`src/rtl/bpu_pkg.sv`:
```
// Shared branch-prediction front-end types, widths and address helpers.
package bpu_pkg;

    localparam int unsigned MXLEN      = 32;
    localparam int unsigned GHR_W      = 10;
    localparam int unsigned FBLK_BYTES = 8;

    localparam logic [MXLEN-1:0] RESET_VEC_DEFAULT = 32'h8000_0000;

    typedef enum logic [1:0] {
        StBoot  = 2'd0,
        StRun   = 2'd1,
        StStall = 2'd2
    } pc_state_e;

    // Slots are 32-bit, so any target is forced onto a word boundary.
    function automatic logic [MXLEN-1:0] word_align(input logic [MXLEN-1:0] addr);
        return {addr[MXLEN-1:2], 2'b00};
    endfunction

    function automatic logic [MXLEN-1:0] next_block(input logic [MXLEN-1:0] addr);
        return (addr & ~MXLEN'(FBLK_BYTES - 1)) + MXLEN'(FBLK_BYTES);
    endfunction

    function automatic logic [GHR_W-1:0] ghr_push(input logic [GHR_W-1:0] hist,
                                                  input logic             dir);
        return {hist[GHR_W-2:0], dir};
    endfunction

endpackage

```
`src/rtl/pc_gen_if.sv`:
```
// Request/prediction/redirect bundle between pc_gen and its neighbours.
interface pc_gen_if;
    import bpu_pkg::*;

    logic             i_fetch_stall;
    logic             i_bru_redirect;
    logic [MXLEN-1:0] i_bru_target;
    logic [GHR_W-1:0] i_bru_ghr;
    logic             i_bru_taken;
    logic             i_pred_vld;
    logic             i_pred_br;
    logic             i_pred_taken;
    logic [MXLEN-1:0] i_pred_target;
    logic [MXLEN-1:0] o_pcGen_nPc;
    logic [MXLEN-1:0] o_pcGen_cPc;
    logic             o_pc_valid;
    logic             o_pc1_valid;
    logic             o_pc2_valid;
    logic [GHR_W-1:0] o_ghr;

    modport master (
        input  i_fetch_stall, i_bru_redirect, i_bru_target, i_bru_ghr, i_bru_taken,
        input  i_pred_vld, i_pred_br, i_pred_taken, i_pred_target,
        output o_pcGen_nPc, o_pcGen_cPc, o_pc_valid, o_pc1_valid, o_pc2_valid, o_ghr
    );

    modport slave (
        output i_fetch_stall, i_bru_redirect, i_bru_target, i_bru_ghr, i_bru_taken,
        output i_pred_vld, i_pred_br, i_pred_taken, i_pred_target,
        input  o_pcGen_nPc, o_pcGen_cPc, o_pc_valid, o_pc1_valid, o_pc2_valid, o_ghr
    );

endinterface

```
`src/rtl/pc_gen_ghr_ctrl.sv`:
```
// Speculative global history: restore from a backend snapshot or shift in a prediction.
module ghr_ctrl
    import bpu_pkg::*;
(
    input  logic             i_clk,
    input  logic             i_rst,
    input  logic             i_restore,
    input  logic [GHR_W-1:0] i_restore_ghr,
    input  logic             i_restore_dir,
    input  logic             i_shift,
    input  logic             i_shift_dir,
    output logic [GHR_W-1:0] o_ghr
);

    logic [GHR_W-1:0] ghr_d;
    logic [GHR_W-1:0] ghr_q;

    // Restore takes precedence so a same-cycle prediction cannot pollute history.
    always_comb begin
        ghr_d = ghr_q;
        if (i_restore) begin
            ghr_d = ghr_push(i_restore_ghr, i_restore_dir);
        end else if (i_shift) begin
            ghr_d = ghr_push(ghr_q, i_shift_dir);
        end
    end

    always_ff @(posedge i_clk) begin
        if (i_rst) begin
            ghr_q <= '0;
        end else begin
            ghr_q <= ghr_d;
        end
    end

    assign o_ghr = ghr_q;

endmodule

```
`src/rtl/pc_gen.sv`:
```
// Next fetch-block PC selection, slot valids and speculative history ownership.
module pc_gen
    import bpu_pkg::*;
#(
    parameter logic [MXLEN-1:0] RESET_VEC = RESET_VEC_DEFAULT
) (
    input  logic  i_clk,
    input  logic  i_rst,
    pc_gen_if.master bus
);

    pc_state_e        state_d;
    pc_state_e        state_q;
    logic [MXLEN-1:0] cpc_d;
    logic [MXLEN-1:0] cpc_q;
    logic [MXLEN-1:0] npc;
    logic             pc_valid;
    logic             ghr_restore;
    logic             ghr_shift;

    always_comb begin
        state_d     = state_q;
        npc         = cpc_q;
        pc_valid    = 1'b0;
        ghr_restore = 1'b0;
        ghr_shift   = 1'b0;
        if (state_q == StBoot) begin
            npc     = RESET_VEC;
            state_d = StRun;
        end else begin
            pc_valid = 1'b1;
            if (bus.i_bru_redirect) begin
                npc         = word_align(bus.i_bru_target);
                state_d     = StRun;
                ghr_restore = 1'b1;
            end else if (bus.i_fetch_stall) begin
                npc     = cpc_q;
                state_d = StStall;
            end else begin
                state_d   = StRun;
                ghr_shift = bus.i_pred_vld & bus.i_pred_br;
                if (bus.i_pred_vld && bus.i_pred_taken) begin
                    npc = word_align(bus.i_pred_target);
                end else begin
                    npc = next_block(cpc_q);
                end
            end
        end
        cpc_d = npc;
    end

    always_ff @(posedge i_clk) begin
        if (i_rst) begin
            state_q <= StBoot;
            cpc_q   <= RESET_VEC;
        end else begin
            state_q <= state_d;
            cpc_q   <= cpc_d;
        end
    end

    ghr_ctrl u_ghr_ctrl (
        .i_clk         (i_clk),
        .i_rst         (i_rst),
        .i_restore     (ghr_restore),
        .i_restore_ghr (bus.i_bru_ghr),
        .i_restore_dir (bus.i_bru_taken),
        .i_shift       (ghr_shift),
        .i_shift_dir   (bus.i_pred_taken),
        .o_ghr         (bus.o_ghr)
    );

    // A block entered at offset 4 only carries its upper slot.
    assign bus.o_pcGen_nPc = npc;
    assign bus.o_pcGen_cPc = cpc_q;
    assign bus.o_pc_valid  = pc_valid;
    assign bus.o_pc1_valid = pc_valid & ~npc[2];
    assign bus.o_pc2_valid = pc_valid;

endmodule

```
`src/flat_wrapper.sv`:
```
// flat-port wrapper written by rule: the top's interface ports become plain ports
module pc_gen_flat import bpu_pkg::*;
#(
    parameter logic [MXLEN-1:0] RESET_VEC = RESET_VEC_DEFAULT
)
  (i_clk, i_rst, bus_i_fetch_stall, bus_i_bru_redirect, bus_i_bru_target, bus_i_bru_ghr, bus_i_bru_taken, bus_i_pred_vld, bus_i_pred_br, bus_i_pred_taken, bus_i_pred_target, bus_o_pcGen_nPc, bus_o_pcGen_cPc, bus_o_pc_valid, bus_o_pc1_valid, bus_o_pc2_valid, bus_o_ghr);
  pc_gen_if bus_i ();
  input  logic i_clk;
  input  logic i_rst;
  input wire logic [$bits(bus_i.i_fetch_stall)-1:0] bus_i_fetch_stall;
  input wire logic [$bits(bus_i.i_bru_redirect)-1:0] bus_i_bru_redirect;
  input wire logic [$bits(bus_i.i_bru_target)-1:0] bus_i_bru_target;
  input wire logic [$bits(bus_i.i_bru_ghr)-1:0] bus_i_bru_ghr;
  input wire logic [$bits(bus_i.i_bru_taken)-1:0] bus_i_bru_taken;
  input wire logic [$bits(bus_i.i_pred_vld)-1:0] bus_i_pred_vld;
  input wire logic [$bits(bus_i.i_pred_br)-1:0] bus_i_pred_br;
  input wire logic [$bits(bus_i.i_pred_taken)-1:0] bus_i_pred_taken;
  input wire logic [$bits(bus_i.i_pred_target)-1:0] bus_i_pred_target;
  output wire logic [$bits(bus_i.o_pcGen_nPc)-1:0] bus_o_pcGen_nPc;
  output wire logic [$bits(bus_i.o_pcGen_cPc)-1:0] bus_o_pcGen_cPc;
  output wire logic [$bits(bus_i.o_pc_valid)-1:0] bus_o_pc_valid;
  output wire logic [$bits(bus_i.o_pc1_valid)-1:0] bus_o_pc1_valid;
  output wire logic [$bits(bus_i.o_pc2_valid)-1:0] bus_o_pc2_valid;
  output wire logic [$bits(bus_i.o_ghr)-1:0] bus_o_ghr;
  assign bus_i.i_fetch_stall = bus_i_fetch_stall;
  assign bus_i.i_bru_redirect = bus_i_bru_redirect;
  assign bus_i.i_bru_target = bus_i_bru_target;
  assign bus_i.i_bru_ghr = bus_i_bru_ghr;
  assign bus_i.i_bru_taken = bus_i_bru_taken;
  assign bus_i.i_pred_vld = bus_i_pred_vld;
  assign bus_i.i_pred_br = bus_i_pred_br;
  assign bus_i.i_pred_taken = bus_i_pred_taken;
  assign bus_i.i_pred_target = bus_i_pred_target;
  assign bus_o_pcGen_nPc = bus_i.o_pcGen_nPc;
  assign bus_o_pcGen_cPc = bus_i.o_pcGen_cPc;
  assign bus_o_pc_valid = bus_i.o_pc_valid;
  assign bus_o_pc1_valid = bus_i.o_pc1_valid;
  assign bus_o_pc2_valid = bus_i.o_pc2_valid;
  assign bus_o_ghr = bus_i.o_ghr;
  pc_gen #(.RESET_VEC(RESET_VEC)) u_core (.i_clk(i_clk), .i_rst(i_rst), .bus(bus_i));
endmodule
```
`config.mk`:
```
export PLATFORM = sky130hd
export DESIGN_NAME = pc_gen_flat
export DESIGN_NICKNAME = d
export VERILOG_FILES = /design/src/rtl/bpu_pkg.sv /design/src/rtl/pc_gen_if.sv /design/src/rtl/pc_gen_ghr_ctrl.sv /design/src/rtl/pc_gen.sv /design/src/flat_wrapper.sv
export SDC_FILE = /design/constraint.sdc
export NUM_CORES = 1
export LEC_CHECK = 0
export ABC_AREA = 1
export CAP_MARGIN = 15
export CORE_MARGIN = 2
export CORE_UTILIZATION = 45
export CTS_CLUSTER_SIZE = 28
export DETAILED_ROUTE_END_ITERATION = 10
export PLACE_DENSITY_LB_ADDON = 0.15
export SYNTH_ARGS = -nofsm -noshare
export SYNTH_HDL_FRONTEND = slang
export SYNTH_SLANG_ARGS = --single-unit
```
`constraint.sdc`:
```
create_clock -name i_clk -period 2.66 [get_ports i_clk]
set_input_delay 0.266 -clock i_clk [delete_from_list [all_inputs] [get_ports i_clk]]
set_output_delay 0.266 -clock i_clk [all_outputs]
set_load 0.005 [all_outputs]
```
==> results of run 1 <==
[final cells by class]
| class | count | area [um2] |
|---|---|---|
| Multi-Input combinational cell | 404 | 2024 |
| Fill cell | 600 | 2012 |
| Timing Repair Buffer | 171 | 1667 |
| Sequential cell | 44 | 908.4 |
| Inverter | 85 | 319.1 |
| Tap cell | 99 | 123.9 |
| Clock buffer | 6 | 82.58 |
| Clock inverter | 2 | 38.79 |
[through the flow]
stage / instance area [um2] / util [%]
floorplan: 3306 / -
global placement: 4952 / 69.01
detailed placement: 4952 / 69.01
CTS: 5074 / 70.71
global route: 5164 / 71.96
finish: 5164 / 71.96
[cells in the mapped netlist, drive strengths merged]
master / n
a21oi: 6
a221oi: 1
a22o: 1
a22oi: 1
a311oi: 1
a31oi: 14
and2: 6
buf: 14
clkbuf: 10
clkinv: 1
dfxtp: 44
ha: 1
inv: 84
nand2: 182
nand3: 58
nand3b: 2
nand4: 1
nor2: 78
nor3: 7
nor3b: 3
nor4: 1
o21a: 1
o21ai: 4
o21bai: 7
o221ai: 26
o31a: 1
or2: 2
[worst max-delay path: cells and delay by family (launching register included)]
kind                   cells  cell delay [ns]
AND/OR/NAND/NOR            9             0.98
buffers and inverters      2             0.56
flip-flops                 1             0.41
[flip-flops by register name (all words and copies together), names as in the netlist]
register and flops:
u_core.state_q 2, u_core.u_ghr_ctrl.o_ghr 10, u_core.bus.o_pcGen_cPc 32
[kinds of logic after synthesis]
| family | Yosys count | share of synthesized area, % |
|---|---|---|
| AOI/OAI and AO/OA | 63 | 14.46 |
| DFF | 44 | 26.65 |
| adders and majority gates | 1 | 0.3784 |
| and+or+nand+nor | 340 | 45.12 |
| buffers and inverters | 109 | 13.40 |
[what timing repair did]
action                                  4_1_cts  5_1_grt
buffers inserted                              0        3
endpoints found under the hold margin         0        0
endpoints found under the setup margin        0       20
gates resized for setup                       0       32
[path summary, 6_finish.rpt]
check / startpoint / end / slack (ns)
setup / recovery: u_core.bus.o_pcGen_cPc[5]$_SDFF_PP0_ / bus_o_pcGen_nPc[30] / 0.15
hold / removal: u_core.bus.o_pcGen_cPc[1]$_SDFF_PP0_ / u_core.bus.o_pcGen_cPc[1]$_SDFF_PP0_ / 0.47
setup reg to reg: u_core.state_q[1]$_SDFF_PP0_ / u_core.u_ghr_ctrl.o_ghr[1]$_SDFFE_PP0P_ / 1.03
hold reg to reg: u_core.bus.o_pcGen_cPc[1]$_SDFF_PP0_ / u_core.bus.o_pcGen_cPc[1]$_SDFF_PP0_ / 0.47
[power by group]
part	total [mW]	switching, mW	internal [mW]	leakage (nW)
Combinational	0.552	0.233	0.319	1.75
Sequential	0.746	0.0497	0.696	0.368
Clock	0.569	0.261	0.308	0.0614
[routing by layer]
metal,up-vias,global-route usage [%],share of wire [%]
met5,-,0,0
met1,1903,35.61,44
met4,0,10.77,2.2
met2,165,50.38,48
met3,24,5.365,6.1
li1,2099,-,-
==> results list, run 1 <==
- Including well taps, the total number of placed cells is 800.
- The number of cells on the worst reg-to-reg path is 6.
- During synthesis, Yosys emitted a total of 0 warnings.
- Buffers inserted during clock tree synthesis total 5.
- Total gr overflow: 0
- Final setup violation count: 0
- Leaving out fill and tap cells, the most frequent cell in the layout is sky130_fd_sc_hd__nand2_1.
- The floorplan step set the die width to approximately 90 um.
- The hold violation count in the final report was 0.
* Final hold slack: roughly 0.47 ns
* Element type at the critical path start: register
- Ratio of total power to cell area: about 360 nW/um2
* 1st-iter DRT viols: approximately 160
* Master cell of the clock root buffer: sky130_fd_sc_hd__clkbuf_8
- The routed design could run at a clock period as short as between 2 and 3 ns.
- Measured against its own limit, the worst slew margin works out to between 50% and 60%.
* Unrepaired setup endpoints after global routing: no
- The most numerous cell type found on the critical path is sky130_fd_sc_hd__nand2_1.
- Core ar.: 7176 um2
- The design draws 1.867 mW.
- The detail route stage leaves a number of antenna-violating nets equal to 0.
- Across the run, the number of max-cap violations was 0.
* Largest cells by area after synthesis: sky130_fd_sc_hd__dfxtp_1 (27%), sky130_fd_sc_hd__nand2_1 (20%), sky130_fd_sc_hd__inv_1 (9.2%)
- Detailed-route vias per instance: roughly 5.2
- In this run the worst path has a maximum fanout of 7.
- Post-synth net total: 640
- Timing would allow up to between 300 and 400 MHz.
- Area fraction of the dominant cell type after synthesis: roughly a quarter
* Worst vdd rail ir drop: about 0.22 mV
* Remaining DRCs: 0
- Count of unique library cells instantiated by Yosys: 36
- In this run the number of H-tree levels came out at 2.
* Hold Crit Depth: 2
* CTS Hold Buffers Added: 0
* Clock tree from TritonCTS: done
* HPWL after detailed placement: around 9000 um
* Vias post-DR: approximately 4.2k
- For this design, the sink count on the clock tree is 44.
- In this design, the stage delay of the slowest critical-path cell is just over 0.5 ns.
- Synthesis produced 557 cells.
- Critical Path RT: roughly 2.4 ns
- Netlist Area Pre-Place: 3306 um2
- Period Utilization, post-route: 94.51%
- I/O Pins: about 160
* Count of port buffers added during placement: roughly 150
* Placement Rows: 31
* Outcome: completed
* Initial Util: approximately 46%
- Post-synthesis register bit count: 44
* Smallest setup slack after layout: 0.1461 ns
- Die Span Y: 89.71 um
- STA puts the critical path data arrival time at roughly 2.3 ns.
- Worst-case setup slack after placement: between 0.2 and 0.3 ns
* Final WL: about 12000 um
- The first detailed-routing pass took 5 iterations.
- The largest individual stage delay along the critical path comes from the cell sky130_fd_sc_hd__clkdlybuf4s50_1.
- For the pin with the worst max-slew slack, the measured transition is approximately 0.63 ns.
- Critical Path, Cell by Cell: nand2_1 -> nor2_4 -> nand2_4 -> nor2_2 -> nand2_1 -> nand2_1 -> nand3_1 -> nand2_1 -> nand2_1 -> inv_1 -> clkdlybuf4s50_1
- The die covers just over 8000 um2.
- Standby leakage power: 2.181 nW
- Endpoint type of the worst setup path: output pin
* RePlAce Congestion: 0.9684
- The number of antenna violations at the first check in global routing was 0.
- Entering global routing, the biggest net connects 30 pins.
* Most used cells in the layout excluding fill and tap cells: sky130_fd_sc_hd__nand2_1 (175), sky130_fd_sc_hd__clkdlybuf4s50_1 (153), sky130_fd_sc_hd__inv_1 (80)
- The path class of the tightest hold or removal check is reg -> reg.
* Global-route wire length before repair: roughly 19000 um
* Ratio of cells with drive above 1 in the final layout: ~11%
- The final layout contains 794 nets.
- Filler-free cell count of the finished design: just over 800
- For this run, the register share of the synthesized area comes to about a quarter.
* Post-detailed-route wirelength per cell: between 10 and 15 um
- The clock passes through at most 2 buffers.
- The total count of max-transition violations in the final report is 0.
- Layout overhead on the synthesized area: 56.21%
* Cell type with the largest total area after synthesis: sky130_fd_sc_hd__dfxtp_1
- Worst-Skew Late Latency: roughly 0.3 ns
- The worst setup path is of the reg -> out kind.
- Between clock sinks in the finished design, the worst skew comes to about 0.0083 ns.
- Per-instance average area after synthesis: a little under 6 um2
- Vias in the first global route: 4112
- Clock-pin slew was measured on the worst setup and hold paths at 0.10 ns.
- For this run, the total global-route usage over all layers was measured as ~29%.
- Total negative slack for setup checks: 0 ns
- The repair_antennas step left the layout with diodes totalling 0.
Note: power is estimated with default switching activity, not from simulation.
==> inputs of run 2 (changes only) <==
- CAP_MARGIN: 15 -> 20
- SLEW_MARGIN: default -> 20
==> results of run 2 <==
Same layout as run 1: the final DEF is identical, and so are final timing and power.
==> edit 1, RTL diff (flow settings as in run 1) <==
Set the package constant `MXLEN` to 64 (it was 32).
--- a/src/rtl/bpu_pkg.sv
+++ b/src/rtl/bpu_pkg.sv
@@ -1,7 +1,7 @@
 // Shared branch-prediction front-end types, widths and address helpers.
 package bpu_pkg;
 
-    localparam int unsigned MXLEN      = 32;
+    localparam int unsigned MXLEN      = 64;
     localparam int unsigned GHR_W      = 10;
     localparam int unsigned FBLK_BYTES = 8;
 
Interface: changed (resized bus_i_bru_target, bus_i_pred_target, bus_o_pcGen_cPc and bus_o_pcGen_nPc); port bits go from 159 to 287. No check against the original RTL was run, so the function may have changed too.
==> edit 1 against run 1 <==
- total power up 100%
- the flow now finishes with violations (setup timing)
- count of clock-buffer cells in the layout up 5
- critical path type unchanged
- combinational power up 100%
- cell area up 110%
- sequential share of layout area down 3.3 points
- die area up 92%
- highest routed layer unchanged
- synthesized area up 97%
- global-route usage up 4.6 points
- sequential cell count up 32
- largest cell class unchanged
- worst setup slack worse by 0.23 ns
- wire length up 140%
==> edit 1: results (changes against run 1) <==
| Metric | Value |
|---|---|
| Inverters | 129 (was 85) |
| Via density | 5.389 (was 5.168) |
| Non-CTS buffers | 367 (was 171) |
| # port buffers | 281 (was 153) |
| Library cells used by synthesis | 38 (was 36) |
| GRT Total Usage | 33.57% (was 28.93%) |
| Clk sinks | 76 (was 44) |
| Post-synthesis sequential area ratio | 23.38% (was 26.65%) |
| Top cells by count, synth | nand2_1, nor2_1, inv_1 (was nand2_1, inv_1, nor2_1) |
| Critical-path maximum fanout | 5 (was 7) |
| Switching share of power | 30.40% (was 29.14%) |
| Hold Path Class | in -> reg (was reg -> reg) |
| Signal buffers share of area | 32.01% (was 32.28%) |
| First drt pass iteration count | 6 (was 5) |
| First-pass GRT wire length | 42570 um (was 19290 um) |
| Failing checks | setup timing |
| Clock-cell share of area | 2.954% (was 2.350%) |
| Htree depth | 3 (was 2) |
| Setup violations, final | 11 (was 0) |
| WL per Instance | 16.44 um (was 14.66 um) |
| #MultiIn Comb | 978 (was 404) |
| Share of layout cells above drive strength 1 | 20.18% (was 11.24%) |
| Net Count, Synth | 1385 (was 640) |
| Worst IR drop on VDD | 0.0002714 V (was 0.0002237 V) |
| Placer congestion estimate | 0.9969 (was 0.9684) |
| Biggest cell delay along the critical path | 0.48 ns (was 0.51 ns) |
| Fillers | 1075 (was 600) |
| Vias in the first global route | 8340 (was 4112) |
| Synth top area cells | dfxtp_1, nand2_1, nor2_1 (was dfxtp_1, nand2_1, inv_1) |
| Switching Power | 1.154 mW (was 0.5441 mW) |
| Pin count of the biggest net entering global routing | 57 (was 30) |
| Reg clk slew, reported paths | 0.07 ns (was 0.10 ns) |
| Headroom to the max-slew limit | 57.19% (was 58.10%) |
| Setup_tns | -0.4942 ns (was 0 ns) |
| Clock network power share | 36.7% (was 30.5%) |
| Final worst slack | -0.08301 ns (was 0.1461 ns) |
| Fraction of area in multi-input gates | 44.31% (was 39.21%) |
| Gate power share | 29.2% (was 29.6%) |
| Clk_lat worst skew | 0.36 ns (was 0.30 ns) |
| CTS root buf | clkbuf_16 (was clkbuf_8) |
| Outcome | finished, violations left (was finished, final reports clean) |
edit 1: per-layer routing:
layer | share of wire (%) | track usage, %
met4 | 4.1 | 12.82
met5 | 0 | 0
met3 | 9.8 | 6.830
met1 | 41 | 45.30
met2 | 45 | 52.78
edit 1: kinds of logic after synthesis:
logic type | Yosys count | share of synthesized area, %
fa+ha+maj | 1 | 0.1922
mux | 1 | 0.1538
xor+xnor | 11 | 1.480
flops | 76 | 23.38
buf+inv | 184 | 10.88
simple gates | 799 | 50.06
compound gates | 166 | 13.86
edit 1: stage by stage:
| step | cell area (um^2) | setup WS [ns] |
|---|---|---|
| final | 11100 | -0.08301 |
| after global routing | 11100 | -0.1978 |
| after CTS | 10400 | -0.1419 |
| after detailed placement | 9653 | 0.09431 |
| after global placement | 9653 | 0.1341 |
| after floorplan | 6509 | 0.8380 |
edit 1: path summary, 6_finish.rpt:
kind | start | end | slack (ns) | cells past startpoint
min reg2reg | u_core.bus.o_pcGen_cPc[1]$_SDFF_PP0_ | u_core.bus.o_pcGen_cPc[1]$_SDFF_PP0_ | 0.47 | 2
min | bus_i_bru_redirect | u_core.bus.o_pcGen_cPc[12]$_SDFF_PP0_ | 0.42 | 3
max | u_core.bus.o_pcGen_cPc[8]$_SDFF_PP0_ | bus_o_pcGen_nPc[36] | -0.08 | 14
max reg2reg | u_core.bus.o_pcGen_cPc[4]$_SDFF_PP0_ | u_core.bus.o_pcGen_cPc[48]$_SDFF_PP0_ | 0.54 | 16
edit 1: repair_timing:
| item | CTS | global route |
|---|---|---|
| resized for setup | 136 | 199 |
| buffers inserted | 20 | 29 |
| pin swaps | 24 | 53 |
| setup endpoints to repair | 48 | 48 |
==> edit 2, RTL diff (settings of run 1) <==
Without the edit above. The 3 states of `pc_state_e` get a one-hot encoding in 3 bits.
--- a/src/rtl/bpu_pkg.sv
+++ b/src/rtl/bpu_pkg.sv
@@ -7,10 +7,10 @@
 
     localparam logic [MXLEN-1:0] RESET_VEC_DEFAULT = 32'h8000_0000;
 
-    typedef enum logic [1:0] {
-        StBoot  = 2'd0,
-        StRun   = 2'd1,
-        StStall = 2'd2
+    typedef enum logic [2:0] {
+        StBoot  = 3'b001,
+        StRun   = 3'b010,
+        StStall = 3'b100
     } pc_state_e;
 
     // Slots are 32-bit, so any target is forced onto a word boundary.
Formal check against the unedited RTL: same outputs for any inputs over 10 cycles, from zero or initial values and one cycle with i_rst high; not proved beyond that.
==> edit 2 against run 1 <==
- critical path depth grew 1
- non-clock buffer count up 1
- clock power is 13% lower
- sequential cell count increased by 1
- cell area rose by 1.8%
- worst setup slack improved by 0.0026 ns
- wire length up 5.8%
- total power grew 6.2%
- synthesized area grew 3.7%
- global-route usage rose by 0.65 points
- register-to-register slack lost 0.38 ns
- critical endpoint is now bus_o_pcGen_nPc[27]
- sequential share of layout area grew 0.063 points
==> edit 2: results (changes against run 1) <==
| Metric | Value |
|---|---|
| Biggest cell delay along the critical path | 0.49 ns (was 0.51 ns) |
| Final Non-Filler Cells | 825 (was 811) |
| Post-Route WL | 12580 um (was 11890 um) |
| First-pass GRT wire length | 20190 um (was 19290 um) |
| Clk_skew | 0.004098 ns (was 0.008337 ns) |
| Hpwl dp | 9548 um (was 9107 um) |
| Post-CTS sizing | 2 (was 0) |
| Dpl ws | 0.2525 ns (was 0.2570 ns) |
| Final core occ | 71.74% (was 71.96%) |
| Share of layout cells above drive strength 1 | 13.91% (was 11.24%) |
| Critical Path Start | u_core.bus.o_pcGen_cPc[3]$_SDFF_PP0_ (was u_core.bus.o_pcGen_cPc[5]$_SDFF_PP0_) |
| Net Count, Synth | 654 (was 640) |
| Worst hold start | u_core.bus.o_pcGen_cPc[0]$_SDFF_PP0_ (was u_core.bus.o_pcGen_cPc[1]$_SDFF_PP0_) |
| Vias in the first global route | 4254 (was 4112) |
| Synth top area cells | dfxtp_1, nand2_1, inv_1 (unchanged) |
| Pin count of the biggest net entering global routing | 27 (was 30) |
| Iteration-0 DRC Markers | 274 (was 155) |
| Placement Cell Area | 0.005071 mm^2 (was 0.004952 mm^2) |
| Met2 global-route usage | 54.32% (was 50.38%) |
| Library cells used by synthesis | 35 (was 36) |
| Pleak | 2.314 nW (was 2.181 nW) |
| Power, Total | 1.982 mW (was 1.867 mW) |
| Synthesized-area fraction occupied by adder cells | 0.3651% (was 0.3785%) |
| Worst IR drop on VDD | 0.0002224 V (was 0.0002237 V) |
| Outcome | finished, final reports clean (unchanged) |
| Placer congestion estimate | 0.8934 (was 0.9684) |
| Switching Power | 0.6657 mW (was 0.5441 mW) |
| Critical-path maximum fanout | 5 (was 7) |
| Post-Place Cells | 813 (was 800) |
| Clock network power share | 25.1% (was 30.5%) |
| Met1 Track Usage GR | 35.82% (was 35.61%) |
| Top cells by count, synth | nand2_1, inv_1, nor2_1 (unchanged) |
| Post-Syn Area per Cell | 6.002 um^2 (was 5.935 um^2) |
| Met3 wire length | 896 um (was 722 um) |
## edit 2: area by class of cell
type                    count  area share [%]
clock buffers               5           1.309
clock inverters             3          0.5472
inverters                  89           6.353
multi-input cells         412           39.85
flip-flops and latches     45           17.65
well taps                  99           2.355
repair buffers            172           31.93
## edit 2: path summary, 6_finish.rpt
| kind | end | slack [ns] | cells after the start |
|---|---|---|---|
| worst max-delay path | bus_o_pcGen_nPc[27] | 0.15 | 12 |
| worst min-delay path | u_core.bus.o_pcGen_cPc[0]$_SDFF_PP0_ | 0.49 | 2 |
| worst max register to register | u_core.u_ghr_ctrl.o_ghr[9]$_SDFFE_PP0P_ | 0.65 | 10 |
| worst min register to register | u_core.bus.o_pcGen_cPc[0]$_SDFF_PP0_ | 0.49 | 2 |
## edit 2: cell families after synthesis
kind of cell | Yosys count
AND/OR/NAND/NOR | 343
adder cells (fa/ha/maj) | 1
flip-flops | 45
buffers and inverters | 114
AO/OA/AOI/OAI | 68
